`config.mk`:
```
export PLATFORM = sky130hd
export DESIGN_NAME = mult_div_seq
export DESIGN_NICKNAME = d
export VERILOG_FILES = /design/src/rtl/mult_div_pkg.sv /design/src/rtl/mult_div_abs.sv /design/src/rtl/mult_div_seq.sv
export SDC_FILE = /design/constraint.sdc
export NUM_CORES = 1
export LEC_CHECK = 0
export CORE_MARGIN = 1
export CORE_UTILIZATION = 55
export CTS_BUF_LIST = sky130_fd_sc_hd__clkbuf_4 sky130_fd_sc_hd__clkbuf_8
export CTS_CLUSTER_DIAMETER = 200
export DETAILED_ROUTE_END_ITERATION = 12
export PLACE_DENSITY = 0.73
export SYNTH_ARGS = -nofsm -noshare
export SYNTH_HDL_FRONTEND = slang
export SYNTH_SLANG_ARGS = --single-unit
```
`constraint.sdc`:
```
create_clock -name clk -period 3.7 [get_ports clk]
set_clock_uncertainty 0.1 [all_clocks]
set_input_delay 0.925 -clock clk [delete_from_list [all_inputs] [get_ports clk]]
set_output_delay 0.925 -clock clk [all_outputs]
set_load 0.05 [all_outputs]
```
`src/rtl/mult_div_pkg.sv`:
```
// Shared encodings for the iterative multiply/divide unit.
package mult_div_pkg;

    localparam logic [1:0] OP_MULT  = 2'b00;
    localparam logic [1:0] OP_MULTU = 2'b01;
    localparam logic [1:0] OP_DIV   = 2'b10;
    localparam logic [1:0] OP_DIVU  = 2'b11;

    typedef enum logic [1:0] {
        IDLE   = 2'b00,
        CALC   = 2'b01,
        FIXUP  = 2'b10,
        FINISH = 2'b11
    } state_t;

endpackage

```
`src/rtl/mult_div_abs.sv`:
```
// Two's-complement conditional negate: yields |x| for operands and re-applies
// the result sign after the unsigned core.
module mult_div_abs #(
    parameter int unsigned W = 32
) (
    input  logic [W-1:0] i_val,
    input  logic         i_neg,
    output logic [W-1:0] o_val_c
);

    assign o_val_c = i_neg ? (~i_val + W'(1)) : i_val;

endmodule

```
`src/rtl/mult_div_seq.sv`:
```
// Iterative signed/unsigned multiply (shift-add) and divide (restoring) unit.
// Optional MULT_DIV_ABORT_EN adds an abort input that flushes CALC/FIXUP.
module mult_div_seq
    import mult_div_pkg::*;
#(
    parameter int unsigned WIDTH = 32
) (
    input  logic             clk,
    input  logic             reset,
    input  logic             start,
`ifdef MULT_DIV_ABORT_EN
    input  logic             abort,
`endif
    input  logic [1:0]       op,
    input  logic [WIDTH-1:0] a,
    input  logic [WIDTH-1:0] b,
    output logic [WIDTH-1:0] hi,
    output logic [WIDTH-1:0] lo,
    output logic             busy,
    output logic             done,
    output logic             div_zero
);

    localparam int unsigned CW = $clog2(WIDTH + 1);

    state_t           r_state;
    logic [CW-1:0]    r_cnt;
    logic             r_is_div;
    logic             r_neg_q;
    logic             r_neg_r;
    logic [WIDTH-1:0] r_b;
    logic [WIDTH:0]   r_rem;
    logic [WIDTH-1:0] r_quo;

    logic               w_signed;
    logic               w_is_div;
    logic               w_abort;
    logic [WIDTH-1:0]   w_mag_a;
    logic [WIDTH-1:0]   w_mag_b;
    logic [WIDTH:0]     w_add;
    logic [WIDTH+1:0]   w_shl;
    logic [WIDTH+1:0]   w_sub;
    logic [2*WIDTH-1:0] w_prod;
    logic [WIDTH-1:0]   w_quo;
    logic [WIDTH-1:0]   w_rem;

`ifdef MULT_DIV_ABORT_EN
    assign w_abort = abort;
`else
    assign w_abort = 1'b0;
`endif

    assign w_signed = (op == OP_MULT) || (op == OP_DIV);
    assign w_is_div = (op == OP_DIV) || (op == OP_DIVU);

    // Multiply step: add multiplicand when the multiplier LSB is set, then shift right.
    assign w_add = {1'b0, r_rem[WIDTH-1:0]} + ({1'b0, r_b} & {(WIDTH+1){r_quo[0]}});
    // Divide step: shift in next dividend bit, trial-subtract the divisor.
    assign w_shl = {r_rem, r_quo[WIDTH-1]};
    assign w_sub = w_shl - {2'b00, r_b};

    mult_div_abs #(.W(WIDTH)) u_abs_a (
        .i_val   (a),
        .i_neg   (w_signed & a[WIDTH-1]),
        .o_val_c (w_mag_a)
    );

    mult_div_abs #(.W(WIDTH)) u_abs_b (
        .i_val   (b),
        .i_neg   (w_signed & b[WIDTH-1]),
        .o_val_c (w_mag_b)
    );

    mult_div_abs #(.W(2*WIDTH)) u_fix_prod (
        .i_val   ({r_rem[WIDTH-1:0], r_quo}),
        .i_neg   (r_neg_q),
        .o_val_c (w_prod)
    );

    mult_div_abs #(.W(WIDTH)) u_fix_quo (
        .i_val   (r_quo),
        .i_neg   (r_neg_q),
        .o_val_c (w_quo)
    );

    mult_div_abs #(.W(WIDTH)) u_fix_rem (
        .i_val   (r_rem[WIDTH-1:0]),
        .i_neg   (r_neg_r),
        .o_val_c (w_rem)
    );

    always_ff @(posedge clk or negedge reset) begin
        if (!reset) begin
            r_state  <= IDLE;
            r_cnt    <= '0;
            r_is_div <= 1'b0;
            r_neg_q  <= 1'b0;
            r_neg_r  <= 1'b0;
            r_b      <= '0;
            r_rem    <= '0;
            r_quo    <= '0;
            hi       <= '0;
            lo       <= '0;
            busy     <= 1'b0;
            done     <= 1'b0;
            div_zero <= 1'b0;
        end else begin
            done     <= 1'b0;
            div_zero <= 1'b0;
            case (r_state)
                IDLE: begin
                    if (start) begin
                        r_is_div <= w_is_div;
                        r_neg_q  <= w_signed & (a[WIDTH-1] ^ b[WIDTH-1]);
                        r_neg_r  <= w_signed & a[WIDTH-1];
                        r_b      <= w_mag_b;
                        r_quo    <= w_mag_a;
                        r_rem    <= '0;
                        if (w_is_div && (b == '0)) begin
                            r_state  <= FINISH;
                            done     <= 1'b1;
                            div_zero <= 1'b1;
                        end else begin
                            r_cnt   <= CW'(WIDTH);
                            r_state <= CALC;
                            busy    <= 1'b1;
                        end
                    end
                end
                CALC: begin
                    if (w_abort) begin
                        r_state <= IDLE;
                        busy    <= 1'b0;
                    end else begin
                        if (r_is_div) begin
                            r_rem <= w_sub[WIDTH+1] ? w_shl[WIDTH:0] : w_sub[WIDTH:0];
                            r_quo <= {r_quo[WIDTH-2:0], ~w_sub[WIDTH+1]};
                        end else begin
                            r_rem <= {1'b0, w_add[WIDTH:1]};
                            r_quo <= {w_add[0], r_quo[WIDTH-1:1]};
                        end
                        r_cnt <= r_cnt - CW'(1);
                        if (r_cnt == CW'(1)) begin
                            r_state <= FIXUP;
                        end
                    end
                end
                FIXUP: begin
                    r_state <= w_abort ? IDLE : FINISH;
                    busy    <= 1'b0;
                    if (!w_abort) begin
                        done <= 1'b1;
                        if (r_is_div) begin
                            hi <= w_rem;
                            lo <= w_quo;
                        end else begin
                            hi <= w_prod[2*WIDTH-1:WIDTH];
                            lo <= w_prod[WIDTH-1:0];
                        end
                    end
                end
                FINISH: begin
                    r_state <= IDLE;
                end
                default: begin
                    r_state <= IDLE;
                end
            endcase
        end
    end

endmodule

```
==> impl_metrics.json <==
{
  "die_area_mm2": 0.0257,
  "r2r_slack_ns": 0.11,
  "syn-cell-area_mm2": 0.0138,
  "clkTransAtPathRegs_ns": 0.13,
  "synth-simple-area-share": 0.180,
  "layout_common_cells": "o21ai_0 (192), nand2_1 (173), nor2_1 (172), dfrtp_1 (171), a21oi_1 (151)",
  "min_period_ns": 3.59,
  "vias": 13500,
  "min_period_over_period": 0.969,
  "clock-sinks": 175,
  "p_total_mw": 14.8,
  "grt_pass1_vias": 12400,
  "hold_viol": 0,
  "r2r-end": "hi[5]$_DFFE_PN0P_",
  "drt_iter0_drc": 1383,
  "worst_slew_pin_slew_ns": 1.06,
  "critical_path_class": "flop to flop",
  "synth_compound_area_frac": 0.227,
  "pin_count": 136,
  "r2r-start": "r_quo[11]$_DFFE_PN0P_",
  "nets": 2053,
  "drc": 0,
  "cts_max_level": 4,
  "cap_violations": 0,
  "drtPass1Iterations": 5,
  "muxShareOfSynthArea": 0.0548,
  "relSlewSlack": 0.295,
  "hold_path.class": "primary input to asynchronous set/reset pin",
  "synthTopCellsByArea": "dfrtp_1 (32%), o21ai_0 (7.2%), ha_1 (6.6%)",
  "multi_input_area_mm2": 0.00887,
  "seqCellArea_mm2": 0.00438,
  "rows": 57,
  "synth_top_area_share": 0.318,
  "synth_cells": 1718,
  "r2r_cells": 10,
  "grt_first_pass_wirelength_um": 65600,
  "leakagePower_nw": 7.32,
  "whs_ns": 0.200,
  "path_cells": "or4_4, nor4_4, nand4_1, or3_4, or3_4, or2_4, o21ai_0, o21ai_0, xor2_1, mux2_2",
  "yosysWarnings": 0,
  "gp_congestion": 1.01,
  "track_usage": 0.322,
  "grt_max_degree": 98,
  "cp-end-kind": "flop",
  "async_flop_share": 1.00,
  "critPathSlowestCell": "or4_4",
  "routed_wl_um": 40800,
  "antenna_left": 0,
  "setup_viol": 0,
  "cts-root-buf": "clkbuf_8",
  "final_common_cell": "o21ai_0",
  "synthDistinctLibCells": 71,
  "final_max_slew_viol_count": 0,
  "vdd_drop_max_mv": 0.713,
  "outcome": "finished clean",
  "routedWlPerCell_um": 18.2,
  "finish.utilization": 0.684,
  "area_growth_pct": 21.4,
  "syn_nets": 1862,
  "setup_slack_ns": 0.114,
  "synth-seq-cells": 175,
  "cts_buffer_depth": 2,
  "antenna_found_initial": 0,
  "synth_top_area_cell": "dfrtp_1",
  "synth-edff-count": 0,
  "syn_area_per_cell_um2": 8.03,
  "insertion_delay_ns": 0.50,
  "critPathArrivalTime_ns": 3.87,
  "rsz0062_at_grt": "no",
  "die_w_um": 160,
  "antenna_cells": 0,
  "synthFlopType": "dfrtp_1",
  "synth_top_family_by_area": "compound AO/OA/AOI/OAI gates",
  "n_fill_cell": 2076,
  "avgViaCountPerCell": 6.00,
  "cts_tree": "done",
  "initial_utilization": 0.564,
  "fmax_ghz": 0.279,
  "die_height_um": 160,
  "core_region_area_mm2": 0.0245,
  "synthAdderAreaFrac": 0.0692,
  "synth_xor_area_frac": 0.107,
  "critPathMaxFanout": 7,
  "p_per_area_mw_per_mm2": 884,
  "port_buffers": 135,
  "dp_hpwl_um": 31300,
  "dp_slack_ns": -0.172,
  "cts_made_buffers": 17,
  "drive_gt1_frac": 0.111,
  "seq_area_frac_synth": 0.318,
  "critPathLaunchType": "flop",
  "grt_overflow": 0,
  "required_ns": 3.99,
  "max_stage_delay_ns": 0.56
}
-- repair_timing --
item                       in CTS  in global routing
pin swaps                       1                  5
gates resized for setup         5                 17
hold buffers                    0                  0
hold endpoints to repair        0                  0
setup endpoints to repair      16                 31
buffers inserted                1                  7
-- per-layer routing --
metal	track usage	wire, µm	part of all wire
met1	0.490	19200	0.47
met2	0.476	17300	0.42
met5	0	0	0
met4	0.0883	752	0.018
met3	0.0444	3540	0.087
-- synth_stat cells, types with 13 or more instances --
cell and count:
a21o_1 20, a21oi_1 153, a22oi_1 19, a31oi_1 16, clkbuf_1 79, dfrtp_1 175, ha_1 73, inv_1 73
mux2_2 20, mux2i_1 53, nand2_1 174, nand3_1 26, nand4_1 13, nor2_1 172, nor2b_1 13, nor3_1 41
nor4_1 18, o21a_1 14, o21ai_0 198, o31ai_1 24, or3_1 20, xnor2_1 86, xor2_1 82
-- through the flow --
step	std cells	TNS (ns)	area, µm²
2_1_floorplan	1718	0	13800
3_3_place_gp	2206	-0.966	16200
3_5_place_dp	2206	-1.63	16200
4_1_cts	2239	0	16600
5_1_grt	2246	0	16700
6_report	2246	0	16700
-- cell type report --
class	instances	area share
Multi-Input combinational cell	1383	0.530
Sequential cell	175	0.262
Timing Repair Buffer	259	0.140
Tap cell	324	0.0242
Inverter	73	0.0164
Clock buffer	17	0.0140
Clock inverter	15	0.0132
-- flip-flops by register name (all words and copies together) (netlist names) --
| name | flops |
|---|---|
| done | 1 |
| r_b | 32 |
| r_state | 2 |
| busy | 1 |
| r_quo | 32 |
| r_cnt | 6 |
| r_neg_r | 1 |
| r_neg_q | 1 |
| div_zero | 1 |
| r_is_div | 1 |
| hi | 32 |
| r_rem | 33 |
| lo | 32 |
-- worst max path at each step --
stage	start	to	slack, ns	cells past startpoint
floorplan	r_quo[0]$_DFFE_PN0P_	r_rem[26]$_DFFE_PN0P_	0.28	14
global placement	r_quo[13]$_DFFE_PN0P_	hi[5]$_DFFE_PN0P_	-0.13	10
detailed placement	r_quo[13]$_DFFE_PN0P_	hi[31]$_DFFE_PN0P_	-0.17	10
CTS	r_quo[13]$_DFFE_PN0P_	hi[5]$_DFFE_PN0P_	0.01	10
global route	r_quo[5]$_DFFE_PN0P_	hi[3]$_DFFE_PN0P_	0.00009	10
finish	r_quo[11]$_DFFE_PN0P_	hi[5]$_DFFE_PN0P_	0.11	10
-- worst max-delay path, delay by kind of cell (launching register included) --
family,cells,cell delay (ns)
AND/OR/NAND/NOR,6,2.14
flip-flops,1,0.48
AO/OA/AOI/OAI,2,0.30
multiplexers,1,0.27
XOR/XNOR,1,0.19
-- kinds of logic after synthesis --
logic type / count (synthesis)
AO/OA/AOI/OAI: 530
XOR/XNOR: 168
adder cells (fa/ha/maj): 75
buffers and inverters: 160
flip-flops: 175
multiplexers: 73
AND/OR/NAND/NOR: 537
-- power by group --
part	total (mW)	internal [mW]	switching (mW)
Combinational	9.80	3.73	6.06
Clock	1.49	0.551	0.937
Sequential	3.51	2.72	0.785
Total	14.8	7.01	7.79
No activity file was read; power rests on OpenSTA's default activity.
